[src/rtl/alu_sequential_divider.sv]
// Multi-cycle unsigned restoring divider: one quotient bit per clock, start/done handshake.
// Divide-by-zero completes in one cycle with quotient all ones and remainder = dividend.
module alu_sequential_divider #(
    parameter int WIDTH = 8
) (
    input  logic             clk,
    input  logic             rst,
    input  logic             start,
    input  logic [WIDTH-1:0] dividend,
    input  logic [WIDTH-1:0] divisor,
    output logic             busy,
    output logic             done,
    output logic [WIDTH-1:0] quotient,
    output logic [WIDTH-1:0] remainder,
    output logic             div_by_zero
);

    localparam int CW = $clog2(WIDTH + 1);

    typedef enum logic [1:0] {
        S_IDLE,
        S_RUN,
        S_DONE
    } state_t;

    state_t           r_state;
    logic [WIDTH-1:0] r_dvd;
    logic [WIDTH-1:0] r_dvs;
    logic [WIDTH-1:0] r_quot;
    logic [WIDTH-1:0] r_rem;
    logic [CW-1:0]    r_cnt;
    logic             r_busy;
    logic             r_done;
    logic             r_dbz;

    logic [WIDTH:0]   w_partial;
    logic [WIDTH:0]   w_diff;
    logic             w_borrow;

    // Partial remainder stays below 2*divisor, so the MSB of the difference is a clean borrow.
    assign w_partial = {r_rem, r_dvd[WIDTH-1]};
    assign w_diff    = w_partial - {1'b0, r_dvs};
    assign w_borrow  = w_diff[WIDTH];

    always_ff @(posedge clk or posedge rst) begin
        if (rst) begin
            r_state <= S_IDLE;
            r_dvd   <= '0;
            r_dvs   <= '0;
            r_quot  <= '0;
            r_rem   <= '0;
            r_cnt   <= '0;
            r_busy  <= 1'b0;
            r_done  <= 1'b0;
            r_dbz   <= 1'b0;
        end else begin
            r_done <= 1'b0;
            unique case (r_state)
                S_RUN: begin
                    r_dvd  <= r_dvd << 1;
                    r_quot <= {r_quot[WIDTH-2:0], ~w_borrow};
                    r_rem  <= w_borrow ? w_partial[WIDTH-1:0] : w_diff[WIDTH-1:0];
                    r_cnt  <= r_cnt - CW'(1);
                    if (r_cnt == CW'(1)) begin
                        r_state <= S_DONE;
                        r_busy  <= 1'b0;
                        r_done  <= 1'b1;
                    end
                end
                default: begin
                    // IDLE and DONE both accept a new request; results hold otherwise.
                    if (start) begin
                        r_dvd <= dividend;
                        r_dvs <= divisor;
                        if (divisor == '0) begin
                            r_state <= S_DONE;
                            r_quot  <= '1;
                            r_rem   <= dividend;
                            r_dbz   <= 1'b1;
                            r_done  <= 1'b1;
                            r_cnt   <= '0;
                        end else begin
                            r_state <= S_RUN;
                            r_quot  <= '0;
                            r_rem   <= '0;
                            r_dbz   <= 1'b0;
                            r_busy  <= 1'b1;
                            r_cnt   <= CW'(WIDTH);
                        end
                    end else begin
                        r_state <= S_IDLE;
                    end
                end
            endcase
        end
    end

    assign busy        = r_busy;
    assign done        = r_done;
    assign quotient    = r_quot;
    assign remainder   = r_rem;
    assign div_by_zero = r_dbz;

endmodule

[config.mk]
export PLATFORM = sky130hd
export DESIGN_NAME = alu_sequential_divider
export DESIGN_NICKNAME = d
export VERILOG_FILES = /design/src/rtl/alu_sequential_divider.sv
export SDC_FILE = /design/constraint.sdc
export NUM_CORES = 1
export LEC_CHECK = 0
export BUFFER_PORTS_ARGS = -buffer_cell sky130_fd_sc_hd__buf_2
export CORE_MARGIN = 5
export CORE_UTILIZATION = 49
export CTS_CLUSTER_DIAMETER = 150
export CTS_CLUSTER_SIZE = 12
export DETAILED_ROUTE_END_ITERATION = 10
export GPL_TIMING_DRIVEN = 0
export PLACE_DENSITY = 0.81
export SLEW_MARGIN = 10
export SYNTH_ARGS = -nofsm -noshare
export SYNTH_HDL_FRONTEND = slang
export SYNTH_SLANG_ARGS = --single-unit
[constraint.sdc]
create_clock -name clk -period 4.2 [get_ports clk]
set_input_delay 0.21 -clock clk [delete_from_list [all_inputs] [get_ports clk]]
set_output_delay 0.21 -clock clk [all_outputs]
set_load 0.02 [all_outputs]
==> impl_metrics.toml, run 1 <==
[yosys]
synthCells = 226
syn_nets = 256
synthFlopType = "dfrtp_1"
synth_area_um2 = 2270
synth-seq-cells = 41
syn_area_per_cell_um2 = 10.1
synth.top_cell.area_share_pct = 45.1
yosys.cell_types.count = 45
synth_edf_count = 0
synth-async-reset-ratio_pct = 100
yosys_warnings = 0
synthTopCellsByArea = "dfrtp_1 45%, ha_1 5.5%, mux2i_1 5.3%"
yosysTopAreaCell = "dfrtp_1"
seq_area_frac_synth_pct = 45.1

[grt]
grt_overflow = 0
grt_pass1_vias = 1783
busiest_layer = "met2"
grt_pass1_wl_um = 8760
track_usage_pct = 17.6
grtUsageMet2_pct = 27.2
grt_max_degree = 28
use_met3_pct = 3.43
grt_util_met1_pct = 24.9
antenna_found_initial = 0

[timing]
relSlewSlack_pct = 57.1
finalHoldViolCount = 0
tightestPinTransition_ns = 0.644
worst_slack_ns = 1.46
max_freq_ghz = 0.365
period_minus_slack_ns = 2.74
skew_ns = 0.00283
setup_tns_ns = 0
whs_ns = 0.160
fin_crit_sh_pct = 65.2
slew_viol_final = 0
setup_viol = 0
rsz0062_at_grt = "false"

[place]
portBuffers = 36
place_area_um2 = 2540
place.gp.congestion = 0.783
place_inst = 315
place_ws_ns = 1.51
dp_hpwl_um = 3780

[setup_path]
worstPathArrival_ns = 2.95
r2r_end = "remainder[4]"
startpoint_type = "register"
cp-startpoint = "r_dvd[7]"
r2r_slack_ns = 1.46
reg2reg_from = "r_dvd[7]"
end_kind = "register"
worstRegToRegCells = 9
cp.required_ns = 4.42
path_class = "reg -> reg"
crit_path_max_fanout = 10

[layout]
stdcell_count = 323
final_util_pct = 59.8
antenna_cells = 0
nets = 301
area_growth_syn_to_layout_pct = 16.1
stdcell_area_um2 = 2640
drive_gt1_share_pct = 24.0
fillers = 393
seqCellArea_um2 = 1030
multi_input_area_um2 = 1140

[clock_tree]
cts_hold_buffers = 1
cts_tree = "yes"
cts.path.max_buffers = 2
cts.clk_slew.worst_paths_ns = 0.08
clk_latency_ns = 0.29
cts.sinks = 41
postCtsSetupBuffers = 0
htree_levels = 2
cts_root_buf = "clkbuf_8"
cts_resized = 0
numCtsBuffers = 5

[die]
die_width_um = 78.1
start_util_pct = 51.5
die_h_um = 78.1
core-area_um2 = 4410
dieArea_um2 = 6100
fp-row-count = 24
num_io_pins = 38

[min_path]
hold_path.class = "in -> reg"
whs_path_depth = 2
min-delay-start = "divisor[3]"
worstHoldEndpoint = "r_dvs[3]"

[drt]
routed_wl_um = 5020
vias_per_cell = 5.58
drc_errors = 0
wl_per_cell_um = 15.5
dr.first_iter.drc_count = 105
drt_pass1_iterations = 4
num_vias = 1803
ant_nets = 0

[pwr]
leakage_nw = 1.28
powerDensity_nw_per_um2 = 899
power.total_mw = 2.37
peakVddDrop_uv = 536

[flow_run]
drv_cap = 0

[status]
status = "finished, final reports clean"
==> placed cells by master, fill, tap and decap left out, drive strengths merged, types with 2 or more instances in the layout <==
| cell type | instances |
|---|---|
| ha | 10 |
| nor4 | 2 |
| clkbuf | 14 |
| nand3 | 5 |
| a211o | 2 |
| nand2 | 23 |
| mux2 | 10 |
| nor3b | 7 |
| xor2 | 2 |
| a21oi | 16 |
| buf | 42 |
| or3 | 2 |
| mux2i | 12 |
| a311oi | 7 |
| nand2b | 4 |
| dfrtp | 41 |
| or4 | 3 |
| xnor2 | 3 |
| nor2b | 8 |
| o211ai | 2 |
| nor2 | 9 |
| a211oi | 3 |
| inv | 14 |
| o21ai | 13 |
==> flip-flops by register name, summed over array words and instances, names as in the netlist <==
signal,cells
busy,1
div_by_zero,1
done,1
quotient,8
r_cnt,4
r_dvd,8
r_dvs,8
r_state,2
remainder,8
==> cells in the mapped netlist (all sizes together), types with 2 or more instances <==
cell / count
a211oi: 3
xnor2: 3
mux2: 10
xor2: 2
nand3: 5
o21ai: 13
nand2b: 4
or4: 3
clkbuf: 8
a211o: 2
nor2: 9
ha: 10
mux2i: 12
nand2: 23
dfrtp: 41
or3: 2
inv: 14
buf: 5
a311oi: 7
nor3b: 7
o211ai: 2
nor2b: 8
a21oi: 16
nor4: 2
==> worst max-delay path by stage <==
stage,slack [ns],depth (start not counted),to
after global placement,1.52,9,remainder[4]
after global routing,1.25,9,remainder[4]
final,1.46,9,remainder[4]
after floorplan,1.71,8,remainder[4]
after detailed placement,1.51,9,remainder[4]
after CTS,1.45,9,remainder[4]
==> per-layer routing <==
metal,up-vias,wire [um]
met5,-,0
met4,0,54
met3,6,220
met2,44,2310
met1,862,2430
li1,891,-
==> power by group <==
group | internal (mW) | switching [mW] | leakage (nW)
registers | 0.582 | 0.129 | 0.507
logic | 0.616 | 0.785 | 0.732
clock network | 0.130 | 0.131 | 0.0433
total | 1.33 | 1.05 | 1.28
==> final cells by class <==
class / count / area share, %
inverters: 14 / 1.99
clock buffers: 6 / 3.13
well taps: 52 / 2.47
plain buffers: 13 / 1.94
repair buffers: 38 / 7.97
flip-flops and latches: 41 / 38.9
clock inverters: 1 / 0.284
multi-input cells: 158 / 43.3
==> worst max-delay path, cell delays in order, from the launching register on <==
cell	delay (ns)
dfrtp_1	0.39
inv_1	0.08
ha_1	0.23
fa_1	0.40
nand2b_1	0.22
a211oi_2	0.26
mux2i_1	0.36
nor2_4	0.14
or4_1	0.50
o211ai_2	0.07
==> cell families (layout without fill, tap and decap cells) <==
logic type	after synthesis	count (layout)	synth area share, %
AND/OR/NAND/NOR	69	69	16.4
multiplexers	22	22	10.2
AO/OA/AOI/OAI	51	51	15.4
buffers and inverters	27	72	4.57
flip-flops	41	41	45.1
XOR/XNOR	5	5	1.93
adder cells (fa/ha/maj)	11	11	6.38
Note: power is estimated with default switching activity, not from simulation.
==> inputs of run 2 (changes only) <==
Clock period 4.2 ns to 2.6 ns, I/O delays scaled along.
==> run 2 against run 1 <==
Clock-buffer cell count stayed put; largest power group unchanged; sequential cell count did not move; critical path type unchanged; power rose by 72%; largest cell class unchanged.
==> impl_metrics.toml, run 2 (synthesized netlist as in run 1, its figures left out) <==
[status]
status = "finished, final reports clean"

[timing]
slew_viol_final = 0
skew_ns = 0.00370
period_minus_slack_ns = 2.48
finalHoldViolCount = 0
whs_ns = 0.0820
max_freq_ghz = 0.403
setup_viol = 0
rsz0062_at_grt = "false"
setup_tns_ns = 0
fin_crit_sh_pct = 95.5
tightestPinTransition_ns = 0.667
relSlewSlack_pct = 55.5

[setup_path]
critPathMaxStageDelay_ns = 0.49
end_kind = "register"
critPathBufInv = 1
cp.required_ns = 2.81
path_class = "reg -> reg"
path_cells = "inv_2, ha_2, fa_2, nand2b_4, a211oi_4, mux2i_2, nor2_4, or4_4, o211ai_2"
crit_family = "simple AND/OR/NAND/NOR gates"
crit_path_max_fanout = 6
startpoint_type = "register"
cp_slowest_cell = "or4_4"
worstPathArrival_ns = 2.70

[layout]
area_growth_syn_to_layout_pct = 18.6
nets = 305
drive_gt1_share_pct = 27.3
final_util_pct = 61.1
stdcell_count = 327
stdcell_area_um2 = 2700
antenna_cells = 0
layout_common_cells = "41 x dfrtp_1, 38 x buf_2, 23 x nand2_1"
fillers = 380
final_common_cell = "dfrtp_1"

[die]
die_h_um = 78.1
dieArea_um2 = 6100
start_util_pct = 51.5
num_io_pins = 38
fp-row-count = 24
core-area_um2 = 4410
die_width_um = 78.1

[pwr]
leakage_nw = 1.31
powerDensity_nw_per_um2 = 1520
peakVddDrop_uv = 893

[clock_tree]
cts.sinks = 41
htree_levels = 2
clk_latency_ns = 0.29
cts_tree = "yes"
cts.clk_slew.worst_paths_ns = 0.08
numCtsBuffers = 5
cts.path.max_buffers = 2
cts_root_buf = "clkbuf_8"

[drt]
wl_per_cell_um = 15.7
drt_pass1_iterations = 4
vias_per_cell = 5.61
ant_nets = 0
drc_errors = 0
dr.first_iter.drc_count = 119
routed_wl_um = 5120
num_vias = 1834

[min_path]
hold_path.class = "in -> reg"

[grt]
grt_util_met1_pct = 24.9
use_met3_pct = 3.43
grt_pass1_wl_um = 8900
antenna_found_initial = 0
grt_overflow = 0
grt_pass1_vias = 1813
grt_max_degree = 28
grtUsageMet2_pct = 27.9
track_usage_pct = 17.9
busiest_layer = "met2"

[place]
portBuffers = 36
dp_hpwl_um = 3780
place_area_um2 = 2540
place_inst = 315
place.gp.congestion = 0.783

[flow_run]
drv_cap = 0
[run 2: what timing repair did]
item | 4_1_cts | 5_1_grt
setup endpoints to repair | 3 | 1
hold endpoints to repair | 14 | 0
resized for setup | 4 | 3
pin swaps | 2 | 2
hold buffers | 1 | 0
buffers inserted | 3 | 1
[run 2: area by class of cell]
cell class	count	area [um^2]	area share [%]
buffer	13	51.3	1.90
clock inverter	1	7.51	0.278
timing repair buffer	42	240	8.91
multi-input combinational	158	1170	43.4
inverter	14	52.6	1.95
sequential	41	1030	38.1
tap	52	65.1	2.41
clock buffer	6	82.6	3.06
[run 2: where the power goes]
group	switching (mW)	internal, mW	leakage (nW)
sequential	0.211	0.940	0.507
clock	0.212	0.210	0.0433
combinational	1.37	1.15	0.757
total	1.79	2.30	1.31
[run 2: worst reg2reg max path: stages, from the launching register on]
cell      delay (ns)
dfrtp_1         0.40
inv_2           0.06
ha_2            0.19
fa_2            0.36
nand2b_4        0.18
a211oi_4        0.24
mux2i_2         0.32
nor2_4          0.11
or4_4           0.49
o211ai_2        0.07
[run 2: worst paths after layout]
path	from	to	slack, ns	depth (start not counted)
max in group asynchronous	rst	remainder[2]	1.79	4
min	divisor[3]	r_dvs[3]	0.08	2
min reg2reg	r_dvd[6]	r_dvd[7]	0.48	2
min in group asynchronous	rst	busy	0.36	3
max	r_dvd[7]	remainder[4]	0.12	9
max reg2reg	r_dvd[7]	remainder[4]	0.12	9
[run 2: metal layers]
layer  wire length [um]  vias to the layer above  part of all wire (%)
met4                 57                        0                   1.1
met5                  0                        -                     0
li1                   -                      896                     -
met2               2410                       35                    47
met1               2490                      896                    49
met3                166                        7                   3.2
[run 2: per-stage QoR]
stage               power, mW  setup slack [ns]
floorplan                2.89             0.111
global placement         3.34           -0.0832
detailed placement       3.42           -0.0868
CTS                      4.02            0.0447
global route             4.42            0.0118
finish                   4.09             0.117
==> inputs of run 3 (changes only) <==
Settings changed: CORE_MARGIN 5 to unset.
Clock period 2.6 ns to 2.9 ns, I/O delays scaled along.
==> run 3 against run 2 <==
Final cell count shrank 0.92%; critical path type unchanged; clock skew grew 0.0046 ns; clock power grew 31%; cell area shrank 0.23%; first-iteration DRC count shrank 5.9%; die area shrank 19%; largest cell class unchanged; fmax shrank 11%; critical endpoint unchanged; non-clock buffer count shrank 4; sequential cell count is the same; sequential power shrank 9.6%.
==> impl_metrics.toml, run 3 (synthesized netlist as in run 1, its figures left out) <==
[status]
status = "finished, final reports clean"

[setup_path]
cp_slowest_cell = "or4_1"
path_class = "reg -> reg"
crit_path_max_fanout = 10
critPathMaxStageDelay_ns = 0.51
path_cells = "inv_1, ha_1, fa_1, nand2b_1, a211oi_2, mux2i_1, nor2_4, or4_1, o211ai_2"
worstPathArrival_ns = 3.02
end_kind = "register"
cp.required_ns = 3.13
startpoint_type = "register"

[timing]
finalHoldViolCount = 0
setup_tns_ns = 0
rsz0062_at_grt = "false"
skew_ns = 0.00826
max_freq_ghz = 0.358
fin_crit_sh_pct = 96.3
relSlewSlack_pct = 56.5
period_minus_slack_ns = 2.79
slew_viol_final = 0
tightestPinTransition_ns = 0.653
setup_viol = 0

[grt]
grt_pass1_vias = 1755
track_usage_pct = 21.7
grt_pass1_wl_um = 8310
grt_max_degree = 25
grt_overflow = 0
antenna_found_initial = 0

[place]
dp_hpwl_um = 3750
place_inst = 315
place.gp.congestion = 0.792
portBuffers = 36

[clock_tree]
postCtsSetupBuffers = 0
cts.clk_slew.worst_paths_ns = 0.08
cts.sinks = 41
cts.path.max_buffers = 2
cts_resized = 0
cts_tree = "yes"
numCtsBuffers = 5
htree_levels = 2
cts_hold_buffers = 1
cts_root_buf = "clkbuf_8"
clk_latency_ns = 0.30

[die]
fp-row-count = 24
dieArea_um2 = 4920
die_width_um = 70.1
die_h_um = 70.1
num_io_pins = 38
start_util_pct = 51.5
core-area_um2 = 4410

[layout]
final_common_cell = "dfrtp_1"
antenna_cells = 0
stdcell_count = 324
drive_gt1_share_pct = 24.3
layout_common_cells = "41 x dfrtp_1, 38 x buf_2, 23 x nand2_1"
nets = 301
area_growth_syn_to_layout_pct = 18.3

[drt]
drc_errors = 0
num_vias = 1875
routed_wl_um = 5160
ant_nets = 0
drt_pass1_iterations = 5
dr.first_iter.drc_count = 112
vias_per_cell = 5.79
wl_per_cell_um = 15.9

[pwr]
powerDensity_nw_per_um2 = 1350
leakage_nw = 1.31
peakVddDrop_uv = 779

[min_path]
hold_path.class = "in -> reg"

[flow_run]
drv_cap = 0
==> run 3: power breakdown <==
| part | switching [mW] | internal (mW) | leakage [nW] |
|---|---|---|---|
| logic | 1.16 | 0.892 | 0.735 |
| clock network | 0.211 | 0.342 | 0.0681 |
| registers | 0.193 | 0.842 | 0.507 |
| total | 1.57 | 2.08 | 1.31 |
==> run 3: area by class of cell <==
cell class / instances / area (um^2)
inverter: 14 / 52.6
buffer: 13 / 51.3
clock inverter: 3 / 65.1
tap: 52 / 65.1
multi-input combinational: 158 / 1140
fill: 379 / 1720
sequential: 41 / 1030
timing repair buffer: 38 / 218
clock buffer: 5 / 68.8
==> run 3: per-layer routing <==
layer,routed length (um),track usage (%),vias up
met1,2350,29.2,932
met2,2530,34.5,41
met5,0,0,-
met3,195,5.05,8
met4,77,7.33,0
li1,-,-,894
==> run 3: final timing paths <==
path / from / to / slack [ns] / cells past startpoint
max: r_dvd[7] / remainder[4] / 0.11 / 9
min: divisor[7] / r_dvs[7] / 0.09 / 2
max reg2reg: r_dvd[7] / remainder[4] / 0.11 / 9
min reg2reg: div_by_zero / div_by_zero / 0.47 / 2
max in group asynchronous: rst / remainder[2] / 2.05 / 4
min in group asynchronous: rst / div_by_zero / 0.38 / 3
==> run 3: stage by stage <==
stage | utilization (%) | total power, mW | area [um^2] | hold slack [ns] | setup slack (ns)
after global routing | 60.9 | 3.92 | 2690 | 0.0853 | 0.0187
after floorplan | - | 2.59 | 2270 | 0.295 | 0.411
after CTS | 60.9 | 3.64 | 2690 | 0.0882 | 0.138
final | 60.9 | 3.64 | 2690 | 0.0851 | 0.107
after detailed placement | 57.7 | 3.07 | 2550 | 0.166 | 0.178
after global placement | 57.1 | 2.99 | 2520 | 0.392 | 0.223
==> run 3: critical path, delay by kind of cell (launching register included) <==
family / cells / cell delay [ns]
adders and majority gates: 2 / 0.64
and+or+nand+nor: 3 / 0.86
muxes: 1 / 0.38
DFF: 1 / 0.40
buffers and inverters: 1 / 0.08
AOI/OAI and AO/OA: 2 / 0.36
